$ cat src/rtl/aes_ctr_scheduler.sv
// aes_ctr_scheduler
// Drives a fixed-latency, fully pipelined AES-128 encryptor in counter mode
// and buffers its ciphertext in a first-word-fall-through FIFO for a
// valid/ready consumer.
//
// State  | meaning
// IDLE   | waiting for cfg_start; captures key/seed/nblk
// RUN    | issuing counter blocks under credit control
// DRAIN  | all blocks issued; waiting for pipeline and FIFO to empty
// DONE   | one-cycle cfg_done pulse, then back to IDLE
//
// Ports
//   CLK, RST              clock, synchronous active-high reset
//   cfg_start/key/seed/nblk  job configuration, sampled in IDLE
//   cfg_busy, cfg_done    job status
//   err_ovf               sticky overflow flag (pipeline output into full FIFO)
//   aes_kin/din/drdy      pipeline issue side
//   aes_dout/dvld         pipeline result side
//   rnd_data/valid/ready  consumer stream
module aes_ctr_scheduler #(
  parameter int AES_LAT    = 11,
  parameter int FIFO_DEPTH = 16,
  parameter int CNT_W      = 32
) (
  input  logic             CLK,
  input  logic             RST,
  input  logic             cfg_start,
  input  logic [127:0]     cfg_key,
  input  logic [127:0]     cfg_seed,
  input  logic [CNT_W-1:0] cfg_nblk,
  output logic             cfg_busy,
  output logic             cfg_done,
  output logic             err_ovf,
  output logic [127:0]     aes_kin,
  output logic [127:0]     aes_din,
  output logic             aes_drdy,
  input  logic [127:0]     aes_dout,
  input  logic             aes_dvld,
  output logic [127:0]     rnd_data,
  output logic             rnd_valid,
  input  logic             rnd_ready
);

  localparam int PW = $clog2(FIFO_DEPTH);
  localparam int CW = PW + 1;

  if ((FIFO_DEPTH < 2) || ((FIFO_DEPTH & (FIFO_DEPTH - 1)) != 0) || (AES_LAT < 1)) begin : g_param_check
    $error("aes_ctr_scheduler: FIFO_DEPTH must be a power of two >= 2 and AES_LAT >= 1");
  end

  typedef enum logic [1:0] {S_IDLE, S_RUN, S_DRAIN, S_DONE} state_t;

  state_t           state_q, state_d;
  logic [127:0]     key_q, seed_q;
  logic [CNT_W-1:0] nblk_q, issued_q;
  logic [CW-1:0]    inflight_q, count_q;
  logic [PW-1:0]    wr_ptr_q, rd_ptr_q;
  logic [127:0]     mem [FIFO_DEPTH];
  logic             err_q;

  logic active, issue, pop, push, full, dvld_ok, ovf;
  logic [CW:0] credit_used;

  // Credit counts blocks already in the pipeline plus blocks buffered, so the
  // FIFO can never be asked to take more than it holds.
  assign credit_used = {1'b0, inflight_q} + {1'b0, count_q};
  assign active      = (state_q == S_RUN) || (state_q == S_DRAIN);
  assign issue       = (state_q == S_RUN) && (issued_q < nblk_q) &&
                       (credit_used < (CW+1)'(FIFO_DEPTH));
  assign rnd_valid   = (count_q != '0);
  assign pop         = rnd_valid && rnd_ready;
  assign full        = (count_q == CW'(FIFO_DEPTH));
  // Results arriving with nothing outstanding are stale (e.g. from an aborted job).
  assign dvld_ok     = aes_dvld && active && (inflight_q != '0);
  assign push        = dvld_ok && (!full || pop);
  assign ovf         = dvld_ok && full && !pop;

  assign aes_drdy = issue;
  assign aes_din  = issue ? {seed_q[127:CNT_W], seed_q[CNT_W-1:0] + issued_q} : '0;
  assign aes_kin  = key_q;
  assign rnd_data = rnd_valid ? mem[rd_ptr_q] : '0;
  assign cfg_busy = active;
  assign cfg_done = (state_q == S_DONE);
  assign err_ovf  = err_q;

  always_comb begin
    state_d = state_q;
    case (state_q)
      S_IDLE:  if (cfg_start) state_d = (cfg_nblk == '0) ? S_DONE : S_RUN;
      S_RUN:   if (issued_q == nblk_q) state_d = S_DRAIN;
      S_DRAIN: if ((inflight_q == '0) &&
                   ((count_q == '0) || ((count_q == CW'(1)) && pop)))
                 state_d = S_DONE;
      S_DONE:  state_d = S_IDLE;
      default: state_d = S_IDLE;
    endcase
  end

  always_ff @(posedge CLK) begin
    if (RST) begin
      state_q    <= S_IDLE;
      key_q      <= '0;
      seed_q     <= '0;
      nblk_q     <= '0;
      issued_q   <= '0;
      inflight_q <= '0;
      count_q    <= '0;
      wr_ptr_q   <= '0;
      rd_ptr_q   <= '0;
      err_q      <= 1'b0;
    end else begin
      state_q <= state_d;
      if ((state_q == S_IDLE) && cfg_start) begin
        key_q    <= cfg_key;
        seed_q   <= cfg_seed;
        nblk_q   <= cfg_nblk;
        issued_q <= '0;
      end else if (issue) begin
        issued_q <= issued_q + CNT_W'(1);
      end
      case ({issue, dvld_ok})
        2'b10:   inflight_q <= inflight_q + CW'(1);
        2'b01:   inflight_q <= inflight_q - CW'(1);
        default: inflight_q <= inflight_q;
      endcase
      case ({push, pop})
        2'b10:   count_q <= count_q + CW'(1);
        2'b01:   count_q <= count_q - CW'(1);
        default: count_q <= count_q;
      endcase
      if (push) wr_ptr_q <= wr_ptr_q + PW'(1);
      if (pop)  rd_ptr_q <= rd_ptr_q + PW'(1);
      if (ovf)  err_q    <= 1'b1;
    end
  end

  // Storage needs no reset; rnd_data is masked while the FIFO is empty.
  always_ff @(posedge CLK) begin
    if (push) mem[wr_ptr_q] <= aes_dout;
  end

endmodule
$ cat config.mk
export PLATFORM = sky130hd
export DESIGN_NAME = aes_ctr_scheduler
export DESIGN_NICKNAME = d
export VERILOG_FILES = /design/src/rtl/aes_ctr_scheduler.sv
export SDC_FILE = /design/constraint.sdc
export NUM_CORES = 2
export LEC_CHECK = 0
export CAP_MARGIN = 0
export CORE_AREA = 2 2 487 489
export CTS_CLUSTER_DIAMETER = 60
export DETAILED_ROUTE_END_ITERATION = 8
export DIE_AREA = 0 0 489 491
export PLACE_DENSITY = 0.7
export SLEW_MARGIN = 30
export SYNTH_ARGS = -nofsm -noshare
export SYNTH_HDL_FRONTEND = slang
export SYNTH_SLANG_ARGS = --single-unit
$ cat constraint.sdc
create_clock -name CLK -period 16.3 [get_ports CLK]
set_input_delay 3.26 -clock CLK [delete_from_list [all_inputs] [get_ports CLK]]
set_output_delay 3.26 -clock CLK [all_outputs]
set_load 0.005 [all_outputs]
==> out/results.tsv <==
stage	metric	value	unit
outcome	status	finished clean	
power_and_ir_drop	Comb power frac	0.220	
clocking	post-CTS sizing	0	
worst_setup_path	Max stage delay on crit path	0.77	ns
floorplanning	core area	235000	µm²
final_layout	most frequent cells in the layout	edfxtp_1, clkdlybuf4s50_1, nand2_1, mux4_2, a21oi_1	
final_layout	share of cells above drive strength 1	0.184	
power_and_ir_drop	static leakage	36.2	nW
clocking	root buf cell	clkbuf_16	
clocking	CTS max path bufs	4	
power_and_ir_drop	PD cells	143	nW/µm²
grt	initial antenna violation count	56	
power_and_ir_drop	Flop pwr share	0.430	
sta	period utilization	0.547	
worst_setup_path	Crit. End Element	output port	
route	first drt pass iteration count	6	
route	WL per Instance	27.7	µm
floorplanning	num rows	178	
final_layout	Seq. cell area	68400	µm²
floorplanning	initial core utilization	0.399	
worst_setup_path	reg2reg path depth	17	
clocking	Post-CTS Hold Buffers	0	
sta	Worst Skew	0.0982	ns
worst_setup_path	CP arrival	5.66	ns
clocking	postcts setup bufs	0	
worst_setup_path	CP max FO	88	
min_path	Worst Hold Class	reg2reg	
floorplanning	Die H	491	µm
final_layout	nets@finish	6495	
clocking	total CTS buffers	275	
yosys	#FFs+latches synth	2393	
final_layout	fin cells	9345	
grt	vias in the first global route	51600	
power_and_ir_drop	Int Pwr	0.0120	W
sta	achievable clock frequency	112	MHz
final_layout	Layout area overhead	21.7	%
route	antenna-violating nets left	0	
min_path	hold wc startpoint	seed_q[65]$_SDFFE_PP0P_	
yosys	async set-reset flop share out of synthesis	0	
worst_setup_path	Setup CP Type	reg2out	
power_and_ir_drop	clock power share	0.351	
place	Routability Congestion	0.907	
yosys	Netlist cell types	64	
yosys	Ys Warns	0	
route	1st-iter DRT viols	4493	
min_path	Worst Hold Depth	2	
sta	Tmin final	8.92	ns
grt	largest net degree at the start of global routing	197	
worst_setup_path	CP Depth	8	
clocking	CTS H-tree depth	5	
clocking	Clock transition at path regs	0.05	ns
route	DR vias	51400	
worst_setup_path	Worst Path Required	13.04	ns
sta	Fin. Hold Viols	0	
yosys	Post-synth EDFFs	2048	
sta	Worst Tran Pin Value	1.02	ns
yosys	Mapped Avg Cell Area	18.3	µm²
final_layout	Fillers	19200	
place	Post-DP HPWL	150000	µm
worst_setup_path	worst-path cell chain	buf_12 -> buf_12 -> buf_16 -> buf_4 -> mux4_2 -> mux4_2 -> and2_1 -> clkdlybuf4s50_1	
clocking	Clock Latency Late Sink	0.94	ns
sta	setup_tns	0	ns
route	vias per inst	5.50	
clocking	number of clock sinks	2393	
grt	grt ovf	0	
place	placed instance count	8857	
sta	unrepaired setup endpoints after global routing	false	
worst_setup_path	Startpoint Class	register	
worst_setup_path	Slowest-stage cell, CP	dfxtp_4	
power_and_ir_drop	Sw Share	0.261	
sta	max-slew violations	0	
job	Max Cap Viol	0	
floorplanning	Die Area	240000	µm²
yosys	Post-Syn Nets	5623	
clocking	CTS tree	built	
power_and_ir_drop	Max IR drop VDD	0.000115	V
sta	Final setup viols	0	
floorplanning	IO Pins	810	
yosys	post-synthesis instance total	5116	
worst_setup_path	FF-to-FF Start	issued_q[31]$_SDFFE_PP0N_	
worst_setup_path	critical path buffer and inverter count	5	
power_and_ir_drop	Psw	0.00424	W
grt	first-pass GRT wire length	365000	µm
final_layout	Multi-input gate area	23900	µm²
grt	gr usage total	0.210	
yosys	Post-Syn Area	93600	µm²
final_layout	most common cell after layout, fill and taps aside	edfxtp_1	
place	Port Buffers	809	
yosys	ys flop type	edfxtp_1	
floorplanning	chip width	489	µm
yosys	Seq/Total Area, Yosys	0.731	
worst_setup_path	Crit path max-delay family	buffers and inverters	
sta	Rel. slew slack	0.316	
route	DRT Wirelength	258000	µm
route	DRC viols	0	
power groups by stage:
stage / sequential, W / combinational, W / clock [W]
6_report: 0.00698 / 0.00357 / 0.00570
5_1_grt: 0.00700 / 0.00381 / 0.00602
4_1_cts: 0.00698 / 0.00362 / 0.00580
3_5_place_dp: 0.00711 / 0.00360 / 0
3_3_place_gp: 0.00710 / 0.00358 / 0
2_1_floorplan: 0.00706 / 0.00212 / 0
cells in the mapped netlist, types with 21 or more instances:
cell      instances  area share
clkbuf_1        221      0.0089
nand2_1         641       0.026
a21o_1           21      0.0017
nand3_1          22      0.0012
nor2_1           94      0.0038
inv_1            53      0.0021
and3_1          104      0.0070
mux4_2          640        0.15
edfxtp_1       2048        0.66
and2_1          137      0.0092
nand4_1          34      0.0023
buf_2            54      0.0029
dfxtp_1         345       0.074
ha_1             85       0.011
xor2_1           30      0.0028
a21oi_1         351       0.019
buf_1            26      0.0010
sequential cells by signal (all words and copies together) (netlist names), named ones only:
register / cells
mem: 2048
aes_kin: 128
seed_q: 128
issued_q: 32
nblk_q: 32
count_q: 5
inflight_q: 5
rd_ptr_q: 4
wr_ptr_q: 4
state_q: 2
err_ovf: 1
cell families after synthesis:
family / share of synthesized area
buffers and inverters: 0.0154
and+or+nand+nor: 0.0559
xor gates and xnor gates: 0.00468
muxes: 0.155
DFF: 0.731
AOI/OAI and AO/OA: 0.0261
adders and majority gates: 0.0116
worst reg2reg max path: stages (launching register included):
cell and delay, ns:
dfxtp_1 0.36, ha_1 0.32, and4_1 0.23, nand4_1 0.16, nor4_1 0.90, o311ai_4 0.50
and2_1 0.32, buf_4 0.22, inv_2 0.62, ha_1 0.49, xor2_1 0.19, ha_1 0.21
o21ai_0 0.09, a21oi_1 0.17, a21oi_1 0.09, xor2_1 0.15, or3_1 0.32, a21oi_1 0.14
routing by layer:
| metal | track usage | share of wire | vias up | wire length (µm) |
|---|---|---|---|---|
| met3 | 0.0530 | 0.085 | 474 | 22000 |
| met2 | 0.346 | 0.49 | 2123 | 127000 |
| met5 | 0 | 0.0014 | - | 360 |
| met4 | 0.0938 | 0.046 | 54 | 11900 |
| met1 | 0.260 | 0.38 | 26700 | 97300 |
| li1 | - | - | 22000 | - |
path summary, 6_finish.rpt:
path | endpoint | slack [ns]
max | rnd_data[65] | 7.38
min | seed_q[65]$_SDFFE_PP0P_ | 0.45
max reg2reg | inflight_q[4]$_SDFFE_PP0P_ | 10.76
min reg2reg | seed_q[65]$_SDFFE_PP0P_ | 0.45
final cells by class:
class | instances | area share
Clock buffer | 349 | 0.0646
Sequential cell | 2393 | 0.601
Antenna cell | 17 | 0.000373
Clock inverter | 118 | 0.00784
Timing Repair Buffer | 901 | 0.0805
Inverter | 54 | 0.00178
Tap cell | 3150 | 0.0346
Multi-Input combinational cell | 2363 | 0.210
metrics by stage:
step	worst slack [ns]	hold WS, ns	area, µm²	util	total power [W]
after detailed placement	7.92	0.443	106000	0.450	0.0107
after global placement	7.97	0.438	105000	0.449	0.0107
after global routing	6.75	0.467	114000	0.486	0.0168
final	7.38	0.448	114000	0.486	0.0163
after CTS	6.95	0.450	114000	0.485	0.0164
after floorplan	2.89	0.432	93600	-	0.00918
(Power assumes the default switching activity.)
